$ cat src/rtl/adder_tree_pkg.sv
// Shared definitions for the adder tree and its downstream accumulator.
package adder_tree_pkg;

  localparam int ADDER_WIDTH = 17;

  typedef logic [ADDER_WIDTH:0] tree_sum_t;

  typedef enum logic {
    SLOT_EMPTY = 1'b0,
    SLOT_FULL  = 1'b1
  } slot_state_t;

  // Wide enough to hold count maximal tree sums without wrapping.
  function automatic int acc_width(input int adder_width, input int count);
    return adder_width + 1 + $clog2(count);
  endfunction

endpackage

$ cat src/rtl/adder_tree_accumulator_if.sv
// Sample input stream, frame-total output stream and frame abort for the accumulator.
interface adder_tree_accumulator_if #(
  parameter int ADDER_WIDTH = 17,
  parameter int ACC_COUNT   = 16
);
  import adder_tree_pkg::*;

  localparam int ACC_WIDTH = acc_width(ADDER_WIDTH, ACC_COUNT);

  logic                   clear;
  logic                   in_valid;
  logic [ADDER_WIDTH:0]   in_sum;
  logic                   in_ready;
  logic                   out_valid;
  logic [ACC_WIDTH-1:0]   out_acc;
  logic                   out_ready;

  modport master (
    output clear, in_valid, in_sum, out_ready,
    input  in_ready, out_valid, out_acc
  );

  modport slave (
    input  clear, in_valid, in_sum, out_ready,
    output in_ready, out_valid, out_acc
  );

endinterface

$ cat src/rtl/adder_tree_accumulator.sv
// Purpose: sums ACC_COUNT consecutive tree results into one frame total held in a one-entry slot.
// Latency: out_valid rises the cycle after the final sample of a frame is accepted.
// Backpressure: only the final sample stalls, while the slot is full and not draining.
module adder_tree_accumulator #(
  parameter int ADDER_WIDTH = adder_tree_pkg::ADDER_WIDTH,
  parameter int ACC_COUNT   = 16
) (
  input logic                        clk,
  input logic                        rst_n,
  adder_tree_accumulator_if.slave    bus
);
  import adder_tree_pkg::*;

  localparam int ACC_WIDTH = acc_width(ADDER_WIDTH, ACC_COUNT);
  localparam int CNT_W     = $clog2(ACC_COUNT);
  localparam logic [CNT_W-1:0] CNT_LAST = CNT_W'(ACC_COUNT - 1);

  if (ACC_COUNT < 2) begin : g_bad_count
    $error("adder_tree_accumulator: ACC_COUNT must be at least 2");
  end

  logic [ACC_WIDTH-1:0] acc;
  logic [ACC_WIDTH-1:0] acc_plus;
  logic [ACC_WIDTH-1:0] out_acc_q;
  logic [CNT_W-1:0]     cnt;
  slot_state_t          slot_q;
  slot_state_t          slot_d;
  logic                 at_last;
  logic                 accept;
  logic                 last;

  assign acc_plus = acc + ACC_WIDTH'(bus.in_sum);
  assign at_last  = (cnt == CNT_LAST);

  // Combinational out_ready -> in_ready path lets back-to-back frames complete without a bubble.
  assign bus.in_ready = !bus.clear && !(at_last && slot_q == SLOT_FULL && !bus.out_ready);
  assign accept       = bus.in_valid && bus.in_ready;
  assign last         = accept && at_last;

  always_ff @(posedge clk or negedge rst_n) begin
    if (!rst_n) begin
      acc <= '0;
      cnt <= '0;
    end else if (bus.clear || last) begin
      acc <= '0;
      cnt <= '0;
    end else if (accept) begin
      acc <= acc_plus;
      cnt <= cnt + CNT_W'(1);
    end
  end

  always_ff @(posedge clk or negedge rst_n) begin
    if (!rst_n) begin
      out_acc_q <= '0;
      slot_q    <= SLOT_EMPTY;
    end else begin
      slot_q <= slot_d;
      if (last) begin
        out_acc_q <= acc_plus;
      end
    end
  end

  always_comb begin
    slot_d = slot_q;
    case (slot_q)
      SLOT_EMPTY: if (last) slot_d = SLOT_FULL;
      SLOT_FULL:  if (bus.out_ready && !last) slot_d = SLOT_EMPTY;
      default:    slot_d = SLOT_EMPTY;
    endcase
  end

  assign bus.out_valid = (slot_q == SLOT_FULL);
  assign bus.out_acc   = out_acc_q;

endmodule
$ cat src/flat_wrapper.sv
// flat-port wrapper written by rule: the top's interface ports become plain ports
module adder_tree_accumulator_flat import adder_tree_pkg::*;
#(
  parameter int ADDER_WIDTH = adder_tree_pkg::ADDER_WIDTH,
  parameter int ACC_COUNT   = 16
)
  (clk, rst_n, bus_clear, bus_in_valid, bus_in_sum, bus_out_ready, bus_in_ready, bus_out_valid, bus_out_acc);
  adder_tree_accumulator_if #(.ADDER_WIDTH(ADDER_WIDTH), .ACC_COUNT(ACC_COUNT)) bus_i ();
  input logic clk;
  input logic rst_n;
  input wire logic [$bits(bus_i.clear)-1:0] bus_clear;
  input wire logic [$bits(bus_i.in_valid)-1:0] bus_in_valid;
  input wire logic [$bits(bus_i.in_sum)-1:0] bus_in_sum;
  input wire logic [$bits(bus_i.out_ready)-1:0] bus_out_ready;
  output wire logic [$bits(bus_i.in_ready)-1:0] bus_in_ready;
  output wire logic [$bits(bus_i.out_valid)-1:0] bus_out_valid;
  output wire logic [$bits(bus_i.out_acc)-1:0] bus_out_acc;
  assign bus_i.clear = bus_clear;
  assign bus_i.in_valid = bus_in_valid;
  assign bus_i.in_sum = bus_in_sum;
  assign bus_i.out_ready = bus_out_ready;
  assign bus_in_ready = bus_i.in_ready;
  assign bus_out_valid = bus_i.out_valid;
  assign bus_out_acc = bus_i.out_acc;
  adder_tree_accumulator #(.ADDER_WIDTH(ADDER_WIDTH), .ACC_COUNT(ACC_COUNT)) u_core (.clk(clk), .rst_n(rst_n), .bus(bus_i));
endmodule
$ cat config.mk
export PLATFORM = sky130hd
export DESIGN_NAME = adder_tree_accumulator_flat
export DESIGN_NICKNAME = d
export VERILOG_FILES = /design/src/rtl/adder_tree_pkg.sv /design/src/rtl/adder_tree_accumulator_if.sv /design/src/rtl/adder_tree_accumulator.sv /design/src/flat_wrapper.sv
export SDC_FILE = /design/constraint.sdc
export NUM_CORES = 1
export LEC_CHECK = 0
export BUFFER_PORTS_ARGS = -buffer_cell sky130_fd_sc_hd__buf_2
export CAP_MARGIN = 20
export CORE_MARGIN = 1.5
export CORE_UTILIZATION = 57
export DETAILED_ROUTE_END_ITERATION = 8
export PLACE_DENSITY = 0.78
export REMOVE_ABC_BUFFERS = 1
export SLEW_MARGIN = 10
export SYNTH_ARGS = -nofsm -noshare
export SYNTH_HDL_FRONTEND = slang
export SYNTH_SLANG_ARGS = --single-unit
$ cat constraint.sdc
create_clock -name clk -period 2.35 [get_ports clk]
set_input_delay 0.1175 -clock clk [delete_from_list [all_inputs] [get_ports clk]]
set_output_delay 0.1175 -clock clk [all_outputs]
set_load 0.02 [all_outputs]
==> impl_metrics.py, run 1 <==
metrics = {
    "global_route": {
        "grt_use_total_pct": 23.5,
        "antenna_found_initial": 0,
        "grt_max_degree": 27,
        "grt_pass1_vias": 2293,
        "grt_pass1_wl_mm": 10.1,
        "overflow": 0,
    },
    "logic_synthesis": {
        "synth_top_area_share_pct": 42.3,
        "yosysWarnings": 0,
        "synth_enable_flop_cells": 0,
        "synthDistinctLibCells": 46,
        "synth_cells": 300,
        "yosysSeqAreaShare_pct": 42.3,
        "ys.flop_type": "dfrtp_1",
        "synth_seq_cells": 49,
        "synthTopCellsByArea": "dfrtp_1 42%, ha_1 8.2%, nand2_1 6.3%",
        "synth_top_area_cell": "dfrtp_1",
        "async_reset_ff_share_pct": 100,
        "netlist_area_um2": 2900,
        "syn_avg_cell_area_um2": 9.66,
    },
    "job": {
        "timing.max_cap.violations": 0,
    },
    "cts": {
        "clk_path_buf_depth": 2,
        "cts-buffers-inserted": 5,
        "clkTransAtPathRegs_ns": 0.09,
        "cts-htree-levels": 2,
        "root_buffer": "clkbuf_8",
        "worstSkewPairLatency_ns": 0.30,
        "cts_tree": "built",
        "clock-sinks": 49,
    },
    "floorplanning": {
        "start_util_pct": 60.2,
        "dieArea_um2": 5520,
        "fp.dieH_um": 74.3,
        "fp.coreArea_um2": 4820,
        "die_w_um": 74.3,
        "row_count": 25,
        "pin_count": 47,
    },
    "worst_setup_path": {
        "cp_max_fo": 5,
        "startpoint_type": "flip-flop",
        "critPathKind": "reg -> reg",
        "worst_setup_path_end_kind": "flip-flop",
        "arrival_ns": 2.47,
        "cp.required_ns": 2.55,
    },
    "status": {
        "status": "complete, no violations",
    },
    "routing": {
        "drt-pass1-iter-count": 4,
        "avgRoutedWirePerCell_um": 14.7,
        "vias": 2366,
        "drt-initial-drc-count": 115,
        "routed_wl_mm": 6.15,
        "antenna_left": 0,
        "routed_via_density": 5.66,
        "drcViolationCount": 0,
    },
    "worst_hold_path": {
        "hp-class": "in -> reg",
    },
    "placement": {
        "dpl-instance-area_um2": 3220,
        "detailed_place_hpwl_mm": 4.54,
        "gp_congestion": 0.927,
        "portBuffers": 46,
    },
    "sta": {
        "period_minus_slack_ns": 2.27,
        "setup_viol": 0,
        "final_max_slew_viol_count": 0,
        "finClkSkew_ns": 0.0117,
        "hold_violations": 0,
        "fmax_mhz": 440,
        "timing.slew.headroom_pct": 64.9,
        "tightest_slew_ns": 0.523,
        "finalCritPeriodShare_pct": 96.7,
        "rsz0062_at_grt": "true",
        "finalHoldWorstSlack_ns": 0.0834,
    },
    "power_and_ir_drop": {
        "power_density_nw_per_um2": 763,
        "leakage_nw": 1.72,
        "ir_worst_vdd_uv": 319,
    },
    "layout": {
        "design_area_um2": 3370,
        "multi_input_area_um2": 1620,
        "drive_above_1_share_pct": 25.6,
        "antenna_cells": 0,
        "final_net_count": 394,
        "final-seq-area_um2": 1230,
        "syn_to_final_growth_pct": 16.5,
        "n_fill_cell": 410,
    },
}
==> registers in the layout, indices dropped and copies added, names as in the netlist <==
register,count
u_core.acc,22
u_core.bus.out_acc,22
u_core.bus.out_valid,1
u_core.cnt,4
==> routing by layer <==
| metal | track usage, % | vias to the layer above | wire (um) |
|---|---|---|---|
| li1 | - | 1163 | - |
| met1 | 31.8 | 1149 | 2930 |
| met2 | 39.0 | 48 | 2930 |
| met3 | 3.39 | 6 | 217 |
| met4 | 7.68 | 0 | 72 |
| met5 | 0 | - | 0 |
==> final cells by class <==
type,count,share of cell area (%)
sequential,49,36.3
clock inverter,2,1.04
multi-input combinational,231,47.9
clock buffer,5,2.04
inverter,6,0.667
tap,67,2.48
timing repair buffer,58,9.57
==> stage by stage <==
| step | power [mW] | cells | util (%) | setup WS, ns | setup TNS, ns |
|---|---|---|---|---|---|
| after floorplan | 1.73 | 286 | - | -0.0212 | -0.0216 |
| after global placement | 1.94 | 408 | 66.8 | 0.0676 | 0 |
| after detailed placement | 1.96 | 408 | 66.8 | 0.0472 | 0 |
| after CTS | 2.55 | 416 | 69.2 | 0.0256 | 0 |
| after global routing | 2.73 | 418 | 70.1 | -0.0149 | -0.0212 |
| final | 2.57 | 418 | 70.1 | 0.0783 | 0 |
==> path summary, 6_finish.rpt <==
path                                   startpoint                endpoint  slack (ns)  depth (start not counted)
max                                 u_core.acc[6]  u_core.bus.out_acc[17]        0.08                          8
min                                     bus_clear           u_core.cnt[2]        0.08                          2
max reg2reg                         u_core.acc[6]  u_core.bus.out_acc[17]        0.08                          8
min reg2reg                u_core.bus.out_acc[12]  u_core.bus.out_acc[12]        0.48                          2
max in group asynchronous                   rst_n  u_core.bus.out_acc[16]        1.75                          3
min in group asynchronous                   rst_n   u_core.bus.out_acc[4]        0.32                          3
==> cells in the mapped netlist, types with 2 or more instances <==
cell type,number
nand3_1,7
mux2_2,6
and3_1,4
and2_1,3
ha_1,19
nor2_1,17
a211oi_1,2
nand4_1,3
a211o_1,2
or3_1,3
a22o_1,15
nand2_1,49
inv_1,6
dfrtp_1,49
a31oi_1,4
a21oi_1,19
nor2b_1,3
nand2b_1,3
xor2_1,10
a22oi_2,2
a21o_1,3
o21a_1,4
clkbuf_1,7
xnor2_1,11
o21ai_0,14
buf_2,7
o21ai_1,6
nor3_1,4
==> worst max-delay path: stages, from the launching register on <==
cell	delay (ns)
dfrtp_1	0.40
ha_1	0.36
a21oi_1	0.21
o21ai_0	0.18
a41oi_1	0.27
o21ai_1	0.15
a21oi_1	0.22
xnor2_1	0.11
mux2_2	0.26
==> layout by cell type, fill, tap and decap left out, drive strengths merged, types with 10 or more instances in the layout <==
cell	count
buf	57
nand2	49
dfrtp	49
a21oi	20
o21ai	20
ha	19
nor2	17
a22o	16
xnor2	11
xor2	10
==> power breakdown <==
part	switching, mW	total [mW]	internal [mW]
clock network	0.274	0.584	0.310
registers	0.0798	1.02	0.940
logic	0.544	0.971	0.427
==> cells by family (layout without fill, tap and decap cells) <==
family	after synthesis	in the layout	share of synthesized area, %
AOI/OAI and AO/OA	84	84	21.2
xor gates and xnor gates	21	21	6.35
adders and majority gates	20	20	8.89
buffers and inverters	20	71	2.89
DFF	49	49	42.3
muxes	7	7	2.85
and+or+nand+nor	99	99	15.5
==> repair_timing <==
item / in CTS / in global routing
endpoints found under the setup margin: 0 / 10
setup buffers: 0 / 2
gates resized for setup: 0 / 9
hold endpoints to repair: 49 / 0
hold buffers: 1 / 0
Power figures use the tool's default switching activity.
==> run 2, diff against run 1 <==
--- a/config.mk
+++ b/config.mk
@@ -7,8 +7,10 @@
 export LEC_CHECK = 0
 export BUFFER_PORTS_ARGS = -buffer_cell sky130_fd_sc_hd__buf_2
 export CAP_MARGIN = 20
+export CORE_ASPECT_RATIO = 0.8
 export CORE_MARGIN = 1.5
 export CORE_UTILIZATION = 57
+export CTS_CLUSTER_DIAMETER = 200
 export DETAILED_ROUTE_END_ITERATION = 8
 export PLACE_DENSITY = 0.78
 export REMOVE_ABC_BUFFERS = 1
==> impl_metrics.py, run 2 (synthesis gave the netlist of run 1 again) <==
metrics = {
    "layout": {
        "drive_above_1_share_pct": 25.1,
        "n_fill_cell": 363,
        "antenna_cells": 0,
        "fin_util_pct": 70.7,
        "final_cell_mix": "49 x nand2_1, 49 x dfrtp_1, 46 x buf_2",
        "syn_to_final_growth_pct": 15.5,
        "final_net_count": 395,
        "finalNonFillerCells": 411,
    },
    "cts": {
        "root_buffer": "clkbuf_8",
        "cts_tree": "built",
        "worstSkewPairLatency_ns": 0.30,
        "clock-sinks": 49,
        "cts-buffers-inserted": 5,
        "clkTransAtPathRegs_ns": 0.08,
        "cts-htree-levels": 2,
        "clk_path_buf_depth": 2,
    },
    "worst_setup_path": {
        "critPathKind": "reg -> reg",
        "worst_setup_path_end_kind": "flip-flop",
        "cp.required_ns": 2.54,
        "cp_cell_sequence": "ha_2 -> inv_2 -> fa_2 -> nor2b_4 -> o31ai_4 -> a21oi_2 -> a221oi_4 -> o21ai_1 -> xor2_1 -> mux2_4",
        "crit_buf_inv": 1,
        "crit_family": "compound AO/OA/AOI/OAI gates",
        "cpMaxStageDelayCell": "dfrtp_1",
        "startpoint_type": "flip-flop",
        "slowest_delay_ns": 0.39,
        "cp_max_fo": 4,
        "arrival_ns": 2.54,
    },
    "job": {
        "timing.max_cap.violations": 0,
    },
    "power_and_ir_drop": {
        "comb_power_share_pct": 39.4,
        "ir_worst_vdd_uv": 460,
        "clockPowerShare_pct": 18.6,
        "p_int_mw": 1.56,
        "total_power_mw": 2.44,
        "p_seq_share_pct": 42.0,
        "swShare_pct": 36.0,
        "p_sw_uw": 879,
        "power_density_nw_per_um2": 729,
        "leakage_nw": 1.70,
    },
    "placement": {
        "pre_cts_ws_ns": 0.0127,
        "gp_congestion": 0.839,
        "post-place-cells": 401,
        "portBuffers": 46,
        "detailed_place_hpwl_mm": 4.66,
    },
    "worst_hold_path": {
        "hp-class": "in -> reg",
    },
    "routing": {
        "avgRoutedWirePerCell_um": 15.2,
        "vias": 2347,
        "drt-initial-drc-count": 80,
        "drt-pass1-iter-count": 4,
        "drcViolationCount": 0,
        "routed_via_density": 5.71,
        "routed_wl_mm": 6.27,
        "antenna_left": 0,
    },
    "status": {
        "status": "finished, violations left",
        "violations": "setup timing",
    },
    "global_route": {
        "grt_max_degree": 28,
        "grt_pass1_wl_mm": 10.3,
        "overflow": 0,
        "grt_use_total_pct": 24.8,
        "grt_pass1_vias": 2268,
        "antenna_found_initial": 0,
    },
    "floorplanning": {
        "dieArea_um2": 5520,
        "fp.dieH_um": 66.8,
        "pin_count": 47,
        "die_w_um": 82.7,
        "row_count": 22,
        "fp.coreArea_um2": 4730,
        "start_util_pct": 61.2,
    },
    "sta": {
        "fin_tns_setup_ns": -0.00325,
        "hold_violations": 0,
        "rsz0062_at_grt": "true",
        "setup_viol": 1,
        "timing.slew.headroom_pct": 65.8,
        "final_max_slew_viol_count": 0,
        "period_minus_slack_ns": 2.35,
        "fin_ws_ns": -0.00325,
        "finalCritPeriodShare_pct": 100,
        "tightest_slew_ns": 0.513,
        "finClkSkew_ns": 0.00500,
        "fmax_mhz": 425,
    },
}
run 2: per-stage QoR:
stage	hold slack (ns)	cell area, um2
6_report	0.109	3350
5_1_grt	0.104	3350
4_1_cts	0.101	3310
3_3_place_gp	0.121	3220
3_5_place_dp	0.120	3220
2_1_floorplan	-0.178	2840
run 2: area by class of cell:
cell class / instances / area [um2] / area share, %
clock buffer: 5 / 68.8 / 2.06
clock inverter: 1 / 5.00 / 0.150
inverter: 6 / 22.5 / 0.673
multi-input combinational: 231 / 1610 / 48.0
sequential: 49 / 1230 / 36.6
tap: 60 / 75.1 / 2.24
timing repair buffer: 59 / 343 / 10.2
run 2: what timing repair did:
item | CTS | global route
setup buffers | 0 | 3
hold endpoints to repair | 22 | 0
resized for setup | 0 | 9
pin swaps | 1 | 6
endpoints found under the setup margin | 2 | 13
hold buffers | 1 | 0
run 2: final timing paths:
path | start | endpoint | slack [ns] | cells past startpoint
worst max-delay path | u_core.acc[0] | u_core.bus.out_acc[16] | -0.003 | 10
worst min-delay path | bus_clear | u_core.cnt[2] | 0.11 | 2
worst max register to register | u_core.acc[0] | u_core.bus.out_acc[16] | -0.003 | 10
worst min register to register | u_core.bus.out_acc[6] | u_core.bus.out_acc[6] | 0.47 | 2
max in group asynchronous | rst_n | u_core.cnt[3] | 1.29 | 3
min in group asynchronous | rst_n | u_core.bus.out_acc[8] | 0.32 | 2
run 2: worst reg2reg max path, cell delays in order (launching register included):
cell,delay (ns)
dfrtp_1,0.39
ha_2,0.19
inv_2,0.06
fa_2,0.24
nor2b_4,0.06
o31ai_4,0.27
a21oi_2,0.12
a221oi_4,0.37
o21ai_1,0.12
xor2_1,0.17
mux2_4,0.26
run 2: routing by layer:
metal	vias to the layer above	wire, um	track usage (%)
met5	-	0	0
met4	0	80	6.67
met3	11	298	4.66
met2	60	2780	39.3
met1	1113	3110	34.8
li1	1163	-	-
run 2: power by group through the flow:
stage | clock, mW | combinational [mW] | sequential [mW]
after floorplan | 0 | 0.699 | 1.03
after global placement | 0 | 0.902 | 1.03
after detailed placement | 0 | 0.926 | 1.04
after CTS | 0.468 | 0.933 | 1.02
after global routing | 0.503 | 1.06 | 1.04
final | 0.455 | 0.962 | 1.02
==> run 3, diff against run 2 <==
--- a/config.mk
+++ b/config.mk
@@ -5,14 +5,15 @@
 export SDC_FILE = /design/constraint.sdc
 export NUM_CORES = 1
 export LEC_CHECK = 0
+export ABC_AREA = 1
 export BUFFER_PORTS_ARGS = -buffer_cell sky130_fd_sc_hd__buf_2
 export CAP_MARGIN = 20
 export CORE_ASPECT_RATIO = 0.8
 export CORE_MARGIN = 1.5
-export CORE_UTILIZATION = 57
+export CORE_UTILIZATION = 62
 export CTS_CLUSTER_DIAMETER = 200
 export DETAILED_ROUTE_END_ITERATION = 8
-export PLACE_DENSITY = 0.78
+export PLACE_DENSITY = 0.83
 export REMOVE_ABC_BUFFERS = 1
 export SLEW_MARGIN = 10
 export SYNTH_ARGS = -nofsm -noshare
==> constraint.sdc (replaced) <==
create_clock -name clk -period 2.9 [get_ports clk]
set_input_delay 0.145 -clock clk [delete_from_list [all_inputs] [get_ports clk]]
set_output_delay 0.145 -clock clk [all_outputs]
set_load 0.02 [all_outputs]
==> impl_metrics.py, run 3 <==
metrics = {
    "floorplanning": {
        "row_count": 23,
        "die_w_um": 84.9,
        "fp.coreArea_um2": 5090,
        "pin_count": 47,
        "fp.dieH_um": 68.5,
        "dieArea_um2": 5820,
        "start_util_pct": 65.3,
    },
    "status": {
        "violations": "DRC",
        "status": "finished, violations left",
    },
    "layout": {
        "antenna_cells": 0,
        "final_net_count": 578,
        "syn_to_final_growth_pct": 11.3,
        "layout_commonest_cell": "nand2_1",
        "design_area_um2": 3700,
        "final_cell_mix": "209 x nand2_1, 63 x inv_1, 49 x dfrtp_1",
        "drive_above_1_share_pct": 12.1,
        "finalNonFillerCells": 597,
    },
    "routing": {
        "drcViolationCount": 4,
        "routed_via_density": 5.32,
        "avgRoutedWirePerCell_um": 13.3,
        "antenna_left": 0,
        "routed_wl_mm": 7.92,
        "vias": 3177,
        "drt-pass1-iter-count": 7,
        "drt-initial-drc-count": 212,
    },
    "placement": {
        "dpl-instance-area_um2": 3580,
        "gp_congestion": 0.945,
        "portBuffers": 46,
        "detailed_place_hpwl_mm": 6.09,
        "post-place-cells": 588,
    },
    "logic_synthesis": {
        "synthDistinctLibCells": 25,
        "ys.flop_type": "dfrtp_1",
        "synth_top_area_share_pct": 36.9,
        "synth_cells": 487,
        "yosysWarnings": 0,
        "synth_seq_cells": 49,
        "async_reset_ff_share_pct": 100,
        "yosysMostFrequentCell": "nand2_1",
        "yosysSeqAreaShare_pct": 36.9,
        "synthTopCellsByCount": "209 x nand2_1, 63 x inv_1, 49 x dfrtp_1",
        "synth_top_area_cell": "dfrtp_1",
        "netlist_area_um2": 3330,
        "synthTopCellsByArea": "dfrtp_1 37%, nand2_1 24%, ha_1 7.1%",
        "synth_enable_flop_cells": 0,
        "syn_avg_cell_area_um2": 6.83,
    },
    "power_and_ir_drop": {
        "ir_worst_vdd_uv": 286,
        "total_power_mw": 1.75,
        "leakage_nw": 2.23,
        "power_density_nw_per_um2": 473,
    },
    "sta": {
        "finalHoldWorstSlack_ns": 0.0658,
        "finalCritPeriodShare_pct": 70.3,
        "tightest_slew_ns": 0.600,
        "period_minus_slack_ns": 2.04,
        "final_max_slew_viol_count": 0,
        "finClkSkew_ns": 0.00376,
        "timing.slew.headroom_pct": 60.0,
        "hold_violations": 0,
        "setup_viol": 0,
        "rsz0062_at_grt": "false",
        "fin_tns_setup_ns": 0,
        "fmax_mhz": 490,
    },
    "global_route": {
        "grt_pass1_wl_mm": 12.9,
        "grt_pass1_vias": 2928,
        "grt_use_total_pct": 28.7,
        "overflow": 0,
        "antenna_found_initial": 0,
        "grt_max_degree": 50,
    },
    "worst_setup_path": {
        "critPathKind": "reg -> reg",
        "startpoint_type": "flip-flop",
        "arrival_ns": 2.24,
        "cp.required_ns": 3.10,
        "worst_setup_path_end_kind": "flip-flop",
        "cp_max_fo": 4,
    },
    "cts": {
        "post_cts_buffers": 0,
        "cts_tree": "built",
        "clock-sinks": 49,
        "root_buffer": "clkbuf_8",
        "cts-htree-levels": 2,
        "clk_path_buf_depth": 2,
        "worstSkewPairLatency_ns": 0.30,
        "cts-buffers-inserted": 5,
        "clkTransAtPathRegs_ns": 0.08,
    },
    "job": {
        "timing.max_cap.violations": 0,
    },
    "worst_hold_path": {
        "hp-class": "in -> reg",
    },
}
-- run 3: cell types whose count changed after synthesis, moves of 5 or more --
| cell | before | now |
|---|---|---|
| nand2_1 | 49 | 209 |
| inv_1 | 6 | 63 |
| nand3_1 | 7 | 39 |
| a22o_1 | 15 | 0 |
| nor2_1 | 17 | 31 |
| nand3b_1 | 0 | 10 |
| a21oi_1 | 19 | 11 |
| clkbuf_1 | 7 | 0 |
| xor2_1 | 10 | 3 |
| mux2_2 | 6 | 0 |
| buf_2 | 7 | 2 |
| xnor2_1 | 11 | 6 |
-- run 3: where the power goes --
group | internal (mW) | total, mW | switching (mW)
clock network | 0.190 | 0.414 | 0.224
registers | 0.724 | 0.753 | 0.0282
logic | 0.202 | 0.584 | 0.382
total | 1.12 | 1.75 | 0.634
-- run 3: metrics by stage --
stage,setup WS (ns),utilization (%)
finish,0.861,72.7
global route,0.692,72.7
detailed placement,0.886,70.3
floorplan,1.15,-
global placement,0.960,70.3
CTS,0.876,71.9
-- run 3: worst paths after layout --
path / depth (start not counted) / slack [ns] / start / endpoint
max: 13 / 0.86 / u_core.acc[0] / u_core.bus.out_acc[12]
min reg2reg: 2 / 0.48 / u_core.bus.out_acc[21] / u_core.bus.out_acc[21]
max reg2reg: 13 / 0.86 / u_core.acc[0] / u_core.bus.out_acc[12]
min in group asynchronous: 2 / 0.37 / rst_n / u_core.bus.out_acc[5]
max in group asynchronous: 3 / 2.00 / rst_n / u_core.acc[21]
min: 2 / 0.07 / bus_clear / u_core.cnt[2]
-- run 3: logic make-up (layout without fill, tap and decap cells) --
kind of cell | after synthesis | count (layout) | share of synthesized area (%)
AOI/OAI and AO/OA | 30 | 30 | 4.63
xor gates and xnor gates | 9 | 9 | 2.37
adders and majority gates | 20 | 20 | 7.75
buffers and inverters | 73 | 121 | 9.10
DFF | 49 | 49 | 36.9
and+or+nand+nor | 306 | 306 | 39.3
-- run 3: worst max-delay path: stages (launching register included) --
cell	delay (ns)
dfrtp_1	0.36
ha_1	0.19
inv_1	0.07
fa_1	0.41
inv_1	0.10
nand3_1	0.07
nand3_1	0.17
nand2_1	0.08
nand2_1	0.11
nand2_1	0.09
nand2_1	0.07
nand2_1	0.06
nand3_1	0.09
nand2_1	0.06
-- run 3: repair_timing --
action,in CTS,in global routing
hold buffers,0,1
endpoints found under the hold margin,0,24
resized for setup,0,0
-- run 3: layout make-up --
type	count	area (um2)
inverters	66	248
fillers	436	1390
repair buffers	48	268
well taps	62	77.6
flip-flops and latches	49	1230
multi-input cells	365	1800
clock buffers	7	86.3
-- run 3: metal layers --
layer  wire length (um)  part of all wire [%]  up-vias  GRT usage, %
met1               3790                    48     1452          39.0
met4                 84                   1.1        0          5.94
met2               3530                    45       98          49.5
li1                   -                     -     1614             -
met5                  0                     0        -             0
met3                512                   6.5       13          4.76
